===== config.mk =====
export PLATFORM = sky130hd
export DESIGN_NAME = color_pipe_flat
export DESIGN_NICKNAME = d
export VERILOG_FILES = /design/src/rtl/color_pipe_if.sv /design/src/rtl/color_pipe.sv /design/src/flat_wrapper.sv
export SDC_FILE = /design/constraint.sdc
export NUM_CORES = 1
export LEC_CHECK = 0
export ABC_AREA = 1
export BUFFER_PORTS_ARGS = -buffer_cell sky130_fd_sc_hd__buf_4
export CORE_UTILIZATION = 40
export CTS_BUF_LIST = sky130_fd_sc_hd__clkbuf_8
export DETAILED_ROUTE_END_ITERATION = 8
export GPL_TIMING_DRIVEN = 0
export PLACE_DENSITY = 0.6
export RECOVER_POWER = 100
export SETUP_SLACK_MARGIN = 0.4
export SLEW_MARGIN = 20
export SYNTH_ARGS = -nofsm -noshare
export SYNTH_HDL_FRONTEND = slang
export SYNTH_SLANG_ARGS = --single-unit

===== constraint.sdc =====
create_clock -name Clk -period 1.82 [get_ports Clk]
set_input_delay 0.273 -clock Clk [delete_from_list [all_inputs] [get_ports Clk]]
set_output_delay 0.273 -clock Clk [all_outputs]
set_load 0.03 [all_outputs]

===== src/rtl/color_pipe_if.sv =====
// rtl/color_pipe_if.sv - pixel, object, control and color signals of color_pipe
interface color_pipe_if #(
   parameter int N_PADDLES = 2
);
   logic [9:0]             DrawX;
   logic [9:0]             DrawY;
   logic                   blank;
   logic                   frame_start;
   logic [9:0]             BallX;
   logic [9:0]             BallY;
   logic [9:0]             Ball_size;
   logic [10*N_PADDLES-1:0] PaddleX;
   logic [10*N_PADDLES-1:0] PaddleY;
   logic [10*N_PADDLES-1:0] PaddleW;
   logic [10*N_PADDLES-1:0] PaddleL;
   logic                   goal;
   logic                   pause;
   logic [7:0]             Red;
   logic [7:0]             Green;
   logic [7:0]             Blue;
   logic                   pix_valid;

   modport master (
      output DrawX, DrawY, blank, frame_start,
      output BallX, BallY, Ball_size,
      output PaddleX, PaddleY, PaddleW, PaddleL,
      output goal, pause,
      input  Red, Green, Blue, pix_valid
   );

   modport slave (
      input  DrawX, DrawY, blank, frame_start,
      input  BallX, BallY, Ball_size,
      input  PaddleX, PaddleY, PaddleW, PaddleL,
      input  goal, pause,
      output Red, Green, Blue, pix_valid
   );
endinterface


===== src/rtl/color_pipe.sv =====
// rtl/color_pipe.sv - two-stage Pong color mapper with goal flash and pause dim
module color_pipe #(
   parameter int N_PADDLES    = 2,
   parameter int FLASH_FRAMES = 30,
   parameter int FLASH_PERIOD = 4
) (
   input logic         Clk,
   input logic         Reset_n,
   color_pipe_if.slave bus
);

   localparam logic [7:0] FRAMES_LAST = 8'(FLASH_FRAMES);
   localparam logic [7:0] PERIOD_LAST = 8'(FLASH_PERIOD);

   typedef enum logic {
      ST_IDLE  = 1'b0,
      ST_FLASH = 1'b1
   } state_t;

   state_t      state_q, state_d;
   logic [7:0]  fcnt_q, fcnt_d;
   logic [7:0]  pcnt_q, pcnt_d;
   logic        phase_q, phase_d;

   logic        paddle_hit_q, paddle_hit_d;
   logic        ball_hit_q, ball_hit_d;
   logic [7:0]  bg_blue_q, bg_blue_d;
   logic        blank_q, blank_d;
   logic        phase_s1_q, phase_s1_d;
   logic        pause_q, pause_d;

   logic [23:0] rgb_q, rgb_d;
   logic        pix_valid_q, pix_valid_d;
   logic [23:0] rgb_mix;

   // Low bound clamps at 0 instead of wrapping; high bound has a spare bit so it never wraps.
   function automatic logic in_span(input logic [9:0] coord,
                                    input logic [9:0] center,
                                    input logic [9:0] half);
      logic [10:0] lo;
      logic [10:0] hi;
      lo = (center < half) ? 11'd0 : ({1'b0, center} - {1'b0, half});
      hi = {1'b0, center} + {1'b0, half};
      return ({1'b0, coord} >= lo) && ({1'b0, coord} <= hi);
   endfunction

   always_comb begin
      paddle_hit_d = 1'b0;
      for (int i = 0; i < N_PADDLES; i++) begin
         paddle_hit_d = paddle_hit_d
                      | (in_span(bus.DrawX, bus.PaddleX[10*i +: 10], bus.PaddleW[10*i +: 10])
                       & in_span(bus.DrawY, bus.PaddleY[10*i +: 10], bus.PaddleL[10*i +: 10]));
      end
      ball_hit_d = in_span(bus.DrawX, bus.BallX, bus.Ball_size)
                 & in_span(bus.DrawY, bus.BallY, bus.Ball_size);
      bg_blue_d  = 8'h7F - {1'b0, bus.DrawX[9:3]};
      blank_d    = bus.blank;
      phase_s1_d = phase_q;
      pause_d    = bus.pause;
   end

   // goal has priority over frame_start, so a coinciding frame is never counted.
   always_comb begin
      state_d = state_q;
      fcnt_d  = fcnt_q;
      pcnt_d  = pcnt_q;
      phase_d = phase_q;
      if (bus.goal) begin
         state_d = ST_FLASH;
         fcnt_d  = 8'd0;
         pcnt_d  = 8'd0;
         phase_d = 1'b1;
      end else if (state_q == ST_FLASH && bus.frame_start) begin
         if (fcnt_q + 8'd1 == FRAMES_LAST) begin
            state_d = ST_IDLE;
            fcnt_d  = 8'd0;
            pcnt_d  = 8'd0;
            phase_d = 1'b0;
         end else begin
            fcnt_d = fcnt_q + 8'd1;
            if (pcnt_q + 8'd1 == PERIOD_LAST) begin
               pcnt_d  = 8'd0;
               phase_d = ~phase_q;
            end else begin
               pcnt_d = pcnt_q + 8'd1;
            end
         end
      end
   end

   always_comb begin
      if (paddle_hit_q) begin
         rgb_mix = 24'hFFFFFF;
      end else if (ball_hit_q) begin
         rgb_mix = 24'hFF0000;
      end else if (phase_s1_q) begin
         rgb_mix = 24'hFFFF00;
      end else begin
         rgb_mix = {16'h0000, bg_blue_q};
      end
      if (pause_q) begin
         rgb_mix = {1'b0, rgb_mix[23:17], 1'b0, rgb_mix[15:9], 1'b0, rgb_mix[7:1]};
      end
      rgb_d       = blank_q ? 24'h000000 : rgb_mix;
      pix_valid_d = ~blank_q;
   end

   always_ff @(posedge Clk or negedge Reset_n) begin
      if (!Reset_n) begin
         state_q      <= ST_IDLE;
         fcnt_q       <= 8'd0;
         pcnt_q       <= 8'd0;
         phase_q      <= 1'b0;
         paddle_hit_q <= 1'b0;
         ball_hit_q   <= 1'b0;
         bg_blue_q    <= 8'd0;
         blank_q      <= 1'b0;
         phase_s1_q   <= 1'b0;
         pause_q      <= 1'b0;
         rgb_q        <= 24'h000000;
         pix_valid_q  <= 1'b0;
      end else begin
         state_q      <= state_d;
         fcnt_q       <= fcnt_d;
         pcnt_q       <= pcnt_d;
         phase_q      <= phase_d;
         paddle_hit_q <= paddle_hit_d;
         ball_hit_q   <= ball_hit_d;
         bg_blue_q    <= bg_blue_d;
         blank_q      <= blank_d;
         phase_s1_q   <= phase_s1_d;
         pause_q      <= pause_d;
         rgb_q        <= rgb_d;
         pix_valid_q  <= pix_valid_d;
      end
   end

   assign bus.Red       = rgb_q[23:16];
   assign bus.Green     = rgb_q[15:8];
   assign bus.Blue      = rgb_q[7:0];
   assign bus.pix_valid = pix_valid_q;

endmodule


===== src/flat_wrapper.sv =====
// flat-port wrapper written by rule: the top's interface ports become plain ports
module color_pipe_flat 
#(
   parameter int N_PADDLES    = 2,
   parameter int FLASH_FRAMES = 30,
   parameter int FLASH_PERIOD = 4
)
  (Clk, Reset_n, bus_DrawX, bus_DrawY, bus_blank, bus_frame_start, bus_BallX, bus_BallY, bus_Ball_size, bus_PaddleX, bus_PaddleY, bus_PaddleW, bus_PaddleL, bus_goal, bus_pause, bus_Red, bus_Green, bus_Blue, bus_pix_valid);
  color_pipe_if #(.N_PADDLES(N_PADDLES)) bus_i ();
  input logic Clk;
  input logic Reset_n;
  input wire logic [$bits(bus_i.DrawX)-1:0] bus_DrawX;
  input wire logic [$bits(bus_i.DrawY)-1:0] bus_DrawY;
  input wire logic [$bits(bus_i.blank)-1:0] bus_blank;
  input wire logic [$bits(bus_i.frame_start)-1:0] bus_frame_start;
  input wire logic [$bits(bus_i.BallX)-1:0] bus_BallX;
  input wire logic [$bits(bus_i.BallY)-1:0] bus_BallY;
  input wire logic [$bits(bus_i.Ball_size)-1:0] bus_Ball_size;
  input wire logic [$bits(bus_i.PaddleX)-1:0] bus_PaddleX;
  input wire logic [$bits(bus_i.PaddleY)-1:0] bus_PaddleY;
  input wire logic [$bits(bus_i.PaddleW)-1:0] bus_PaddleW;
  input wire logic [$bits(bus_i.PaddleL)-1:0] bus_PaddleL;
  input wire logic [$bits(bus_i.goal)-1:0] bus_goal;
  input wire logic [$bits(bus_i.pause)-1:0] bus_pause;
  output wire logic [$bits(bus_i.Red)-1:0] bus_Red;
  output wire logic [$bits(bus_i.Green)-1:0] bus_Green;
  output wire logic [$bits(bus_i.Blue)-1:0] bus_Blue;
  output wire logic [$bits(bus_i.pix_valid)-1:0] bus_pix_valid;
  assign bus_i.DrawX = bus_DrawX;
  assign bus_i.DrawY = bus_DrawY;
  assign bus_i.blank = bus_blank;
  assign bus_i.frame_start = bus_frame_start;
  assign bus_i.BallX = bus_BallX;
  assign bus_i.BallY = bus_BallY;
  assign bus_i.Ball_size = bus_Ball_size;
  assign bus_i.PaddleX = bus_PaddleX;
  assign bus_i.PaddleY = bus_PaddleY;
  assign bus_i.PaddleW = bus_PaddleW;
  assign bus_i.PaddleL = bus_PaddleL;
  assign bus_i.goal = bus_goal;
  assign bus_i.pause = bus_pause;
  assign bus_Red = bus_i.Red;
  assign bus_Green = bus_i.Green;
  assign bus_Blue = bus_i.Blue;
  assign bus_pix_valid = bus_i.pix_valid;
  color_pipe #(.N_PADDLES(N_PADDLES), .FLASH_FRAMES(FLASH_FRAMES), .FLASH_PERIOD(FLASH_PERIOD)) u_core (.Clk(Clk), .Reset_n(Reset_n), .bus(bus_i));
endmodule

==> impl_metrics.json <==
{
  "status": "finished, violations left",
  "failed_checks": "negative setup slack",
  "antenna_found_initial": 0,
  "crit_type": "input port to flop",
  "layout_commonest_cell": "nand2_1",
  "synth_seq_cells": 43,
  "synthDistinctLibCells": 46,
  "finalWorstSetupSlack_ps": -820.3,
  "totalWireLength_mm": 31.67,
  "drive_above_1_share_pct": 28.93,
  "grt.overflow.total": 0,
  "cpMostUsedCell": "nand2_1",
  "synth_top_area_share_pct": 28.13,
  "ys_seq_area_share_pct": 9.914,
  "nets": 2320,
  "cp_data_required_time_ps": 2050,
  "start_util_pct": 41.19,
  "coreArea_um2": 26350,
  "via_count": 11532,
  "grt_use_total_pct": 21.57,
  "min_period_ps": 2640,
  "tritoncts": "done",
  "ys_top_cells_by_area": "ha_1 (28%), nand2_1 (15%), dfrtp_1 (9.9%), inv_1 (9.5%), nand3_1 (5.5%)",
  "ir_drop_uv": 351.8,
  "clk-insertion-delay-late_ps": 310,
  "finalMaxSlewViolations": 0,
  "ios": 161,
  "busiest_layer": "met2",
  "dieHeight_um": 166.7,
  "syn_nets": 2078,
  "met2_usage_pct": 39.81,
  "synth_edf_count": 0,
  "start_kind": "input port",
  "mostFrequentLayoutCells": "nand2_1 (389), inv_1 (240), ha_1 (206)",
  "power.density_nw_per_um2": 485.8,
  "num-fill-cells": 2590,
  "cts_buffer_depth": 2,
  "max_stage_delay_ps": 380,
  "skew_ps": 12.36,
  "diodes": 0,
  "worstMarginPinSlew_ps": 1040,
  "grt_max_degree": 44,
  "cp_cell_sequence": "buf_4, ha_2, inv_1, nand2_1, nand2_1, a221oi_1, nand3_1, xor2_1, ha_1, nand2_1, nor2_1, nand4_1, nand3_1, nor2_1, nand2_1, nand4_1, nand2_2",
  "dieWidth_um": 166.7,
  "clock-sinks": 43,
  "tns_ps": -1556,
  "syn_area_um2": 10850,
  "hold_slack_ps": 85.93,
  "gp_congestion": 0.9053,
  "root_buffer": "clkbuf_8",
  "use_met1_pct": 27.39,
  "setup.worst_path.end_class": "flop",
  "use_met3_pct": 1.141,
  "max_freq_ghz": 0.3787,
  "slowest_stage": "ha_2",
  "relSlewSlack_pct": 30.67,
  "regArea_um2": 1077,
  "die_area_um2": 27800,
  "viasPerCell": 5.094,
  "multi_input_area_um2": 9668,
  "cts.htree.levels": 2,
  "finalPower_w": 0.007058,
  "area_growth_pct": 33.86,
  "ant_nets": 0,
  "fin_util_pct": 55.13,
  "hp-class": "input port to flop",
  "cts_made_buffers": 5,
  "fin_crit_sh_pct": 145.1,
  "drc_errors": 0,
  "p_leak_nw": 7.639,
  "synthArstFlopShare_pct": 100.0,
  "dr.pass1.iters": 5,
  "dp.final_hpwl_mm": 25.39,
  "synth_flop_cell": "dfrtp_1",
  "hold_viol_final": 0,
  "avgSynthCellArea_um2": 6.438,
  "grt_pass1_wl_mm": 49.85,
  "r2r_setup_slack_ps": -10,
  "num_rows": 59,
  "path_max_fanout": 6,
  "finalSetupViolCount": 3,
  "drv_cap": 0,
  "io_buffers": 160,
  "grt_pass1_vias": 10652,
  "ys_warn_count": 0,
  "netlist_instances": 1686,
  "clk_pin_slew_worst_paths_ps": 90,
  "wl_per_cell_um": 13.99,
  "rsz0062_at_grt": "true",
  "dr.first_iter.drc_count": 569,
  "worst-endpoint-arrival_ps": 2870,
  "fin_cells": 2264,
  "dp_cells": 2181,
  "yosys.area.top_type": "ha_1"
}
-- power by group --
part / internal [W] / switching (W)
clock network: 0.000274 / 0.000355
logic: 0.00225 / 0.00305
registers: 0.00105 / 0.0000791
total: 0.00358 / 0.00348
-- worst paths after layout --
check                                  from                  end  cells after the start
setup / recovery             bus_PaddleY[6]  u_core.paddle_hit_q                     17
max in group asynchronous           Reset_n     u_core.fcnt_q[3]                      2
min in group asynchronous           Reset_n     u_core.fcnt_q[7]                      2
hold / removal                    bus_blank       u_core.blank_q                      1
hold reg to reg              u_core.phase_q    u_core.phase_s1_q                      0
setup reg to reg           u_core.fcnt_q[0]       u_core.state_q                     12
-- synth_stat cells, types with 4 or more instances --
| cell | count |
|---|---|
| a21oi_1 | 117 |
| xnor2_1 | 7 |
| nand2_1 | 423 |
| nor3_1 | 16 |
| buf_4 | 12 |
| buf_2 | 30 |
| fa_1 | 12 |
| xor2_1 | 45 |
| a31oi_1 | 25 |
| ha_1 | 244 |
| nand4_1 | 28 |
| nor2_1 | 127 |
| o21bai_1 | 15 |
| nand3_1 | 119 |
| nand3_2 | 6 |
| inv_1 | 274 |
| o21a_1 | 6 |
| or2_2 | 22 |
| o21ai_0 | 36 |
| a221oi_1 | 6 |
| dfrtp_1 | 43 |
| o21ai_1 | 8 |
| a21o_1 | 14 |
| clkbuf_2 | 4 |
| clkbuf_1 | 6 |
| nor4_1 | 7 |
-- metrics by stage --
| step | cell area, um^2 | setup slack, ps |
|---|---|---|
| 2_1_floorplan | 11050 | -590.5 |
| 3_5_place_dp | 12670 | -1361 |
| 5_1_grt | 14530 | -943.2 |
| 6_report | 14530 | -820.3 |
| 4_1_cts | 13470 | -776.9 |
| 3_3_place_gp | 12670 | -1355 |
-- registers in the layout, indices dropped and copies added (netlist names), 7 cells and up --
| register | count |
|---|---|
| u_core.bg_blue_q | 7 |
| u_core.rgb_q | 12 |
| u_core.pcnt_q | 8 |
| u_core.fcnt_q | 8 |
-- layout make-up --
cell class | count | area share (%)
Multi-Input combinational cell | 1315 | 66.54
Timing Repair Buffer | 234 | 12.13
Inverter | 277 | 7.484
Sequential cell | 43 | 7.415
Buffer | 52 | 2.911
Tap cell | 335 | 2.885
Clock buffer | 5 | 0.4736
Clock inverter | 3 | 0.1636
-- logic make-up after synthesis --
| group | synth area share (%) |
|---|---|
| adders and majority gates | 30.34 |
| AOI/OAI and AO/OA | 12.63 |
| xor gates and xnor gates | 4.196 |
| DFF | 9.914 |
| and+or+nand+nor | 30.73 |
| buffers and inverters | 12.18 |
-- worst max-delay path: cells and delay by family --
kind            cells  cell delay [ps]
xor+xnor            1              170
compound gates      1              340
fa+ha+maj           2              680
simple gates       11             1170
buf+inv             2              220
-- metal layers --
metal | vias up | share of wire, %
met4 | 0 | 2.6
met2 | 276 | 49
met3 | 46 | 4.0
li1 | 5955 | -
met5 | - | 0
met1 | 5255 | 44
-- repair_timing --
| item | in CTS | in global routing |
|---|---|---|
| gates cloned | 1 | 0 |
| setup buffers | 38 | 35 |
| pin swaps | 54 | 107 |
| setup endpoints to repair | 20 | 20 |
| hold endpoints to repair | 43 | 0 |
| gates resized for setup | 114 | 236 |
| hold buffers | 1 | 0 |
Note: power is estimated with default switching activity, not from simulation.
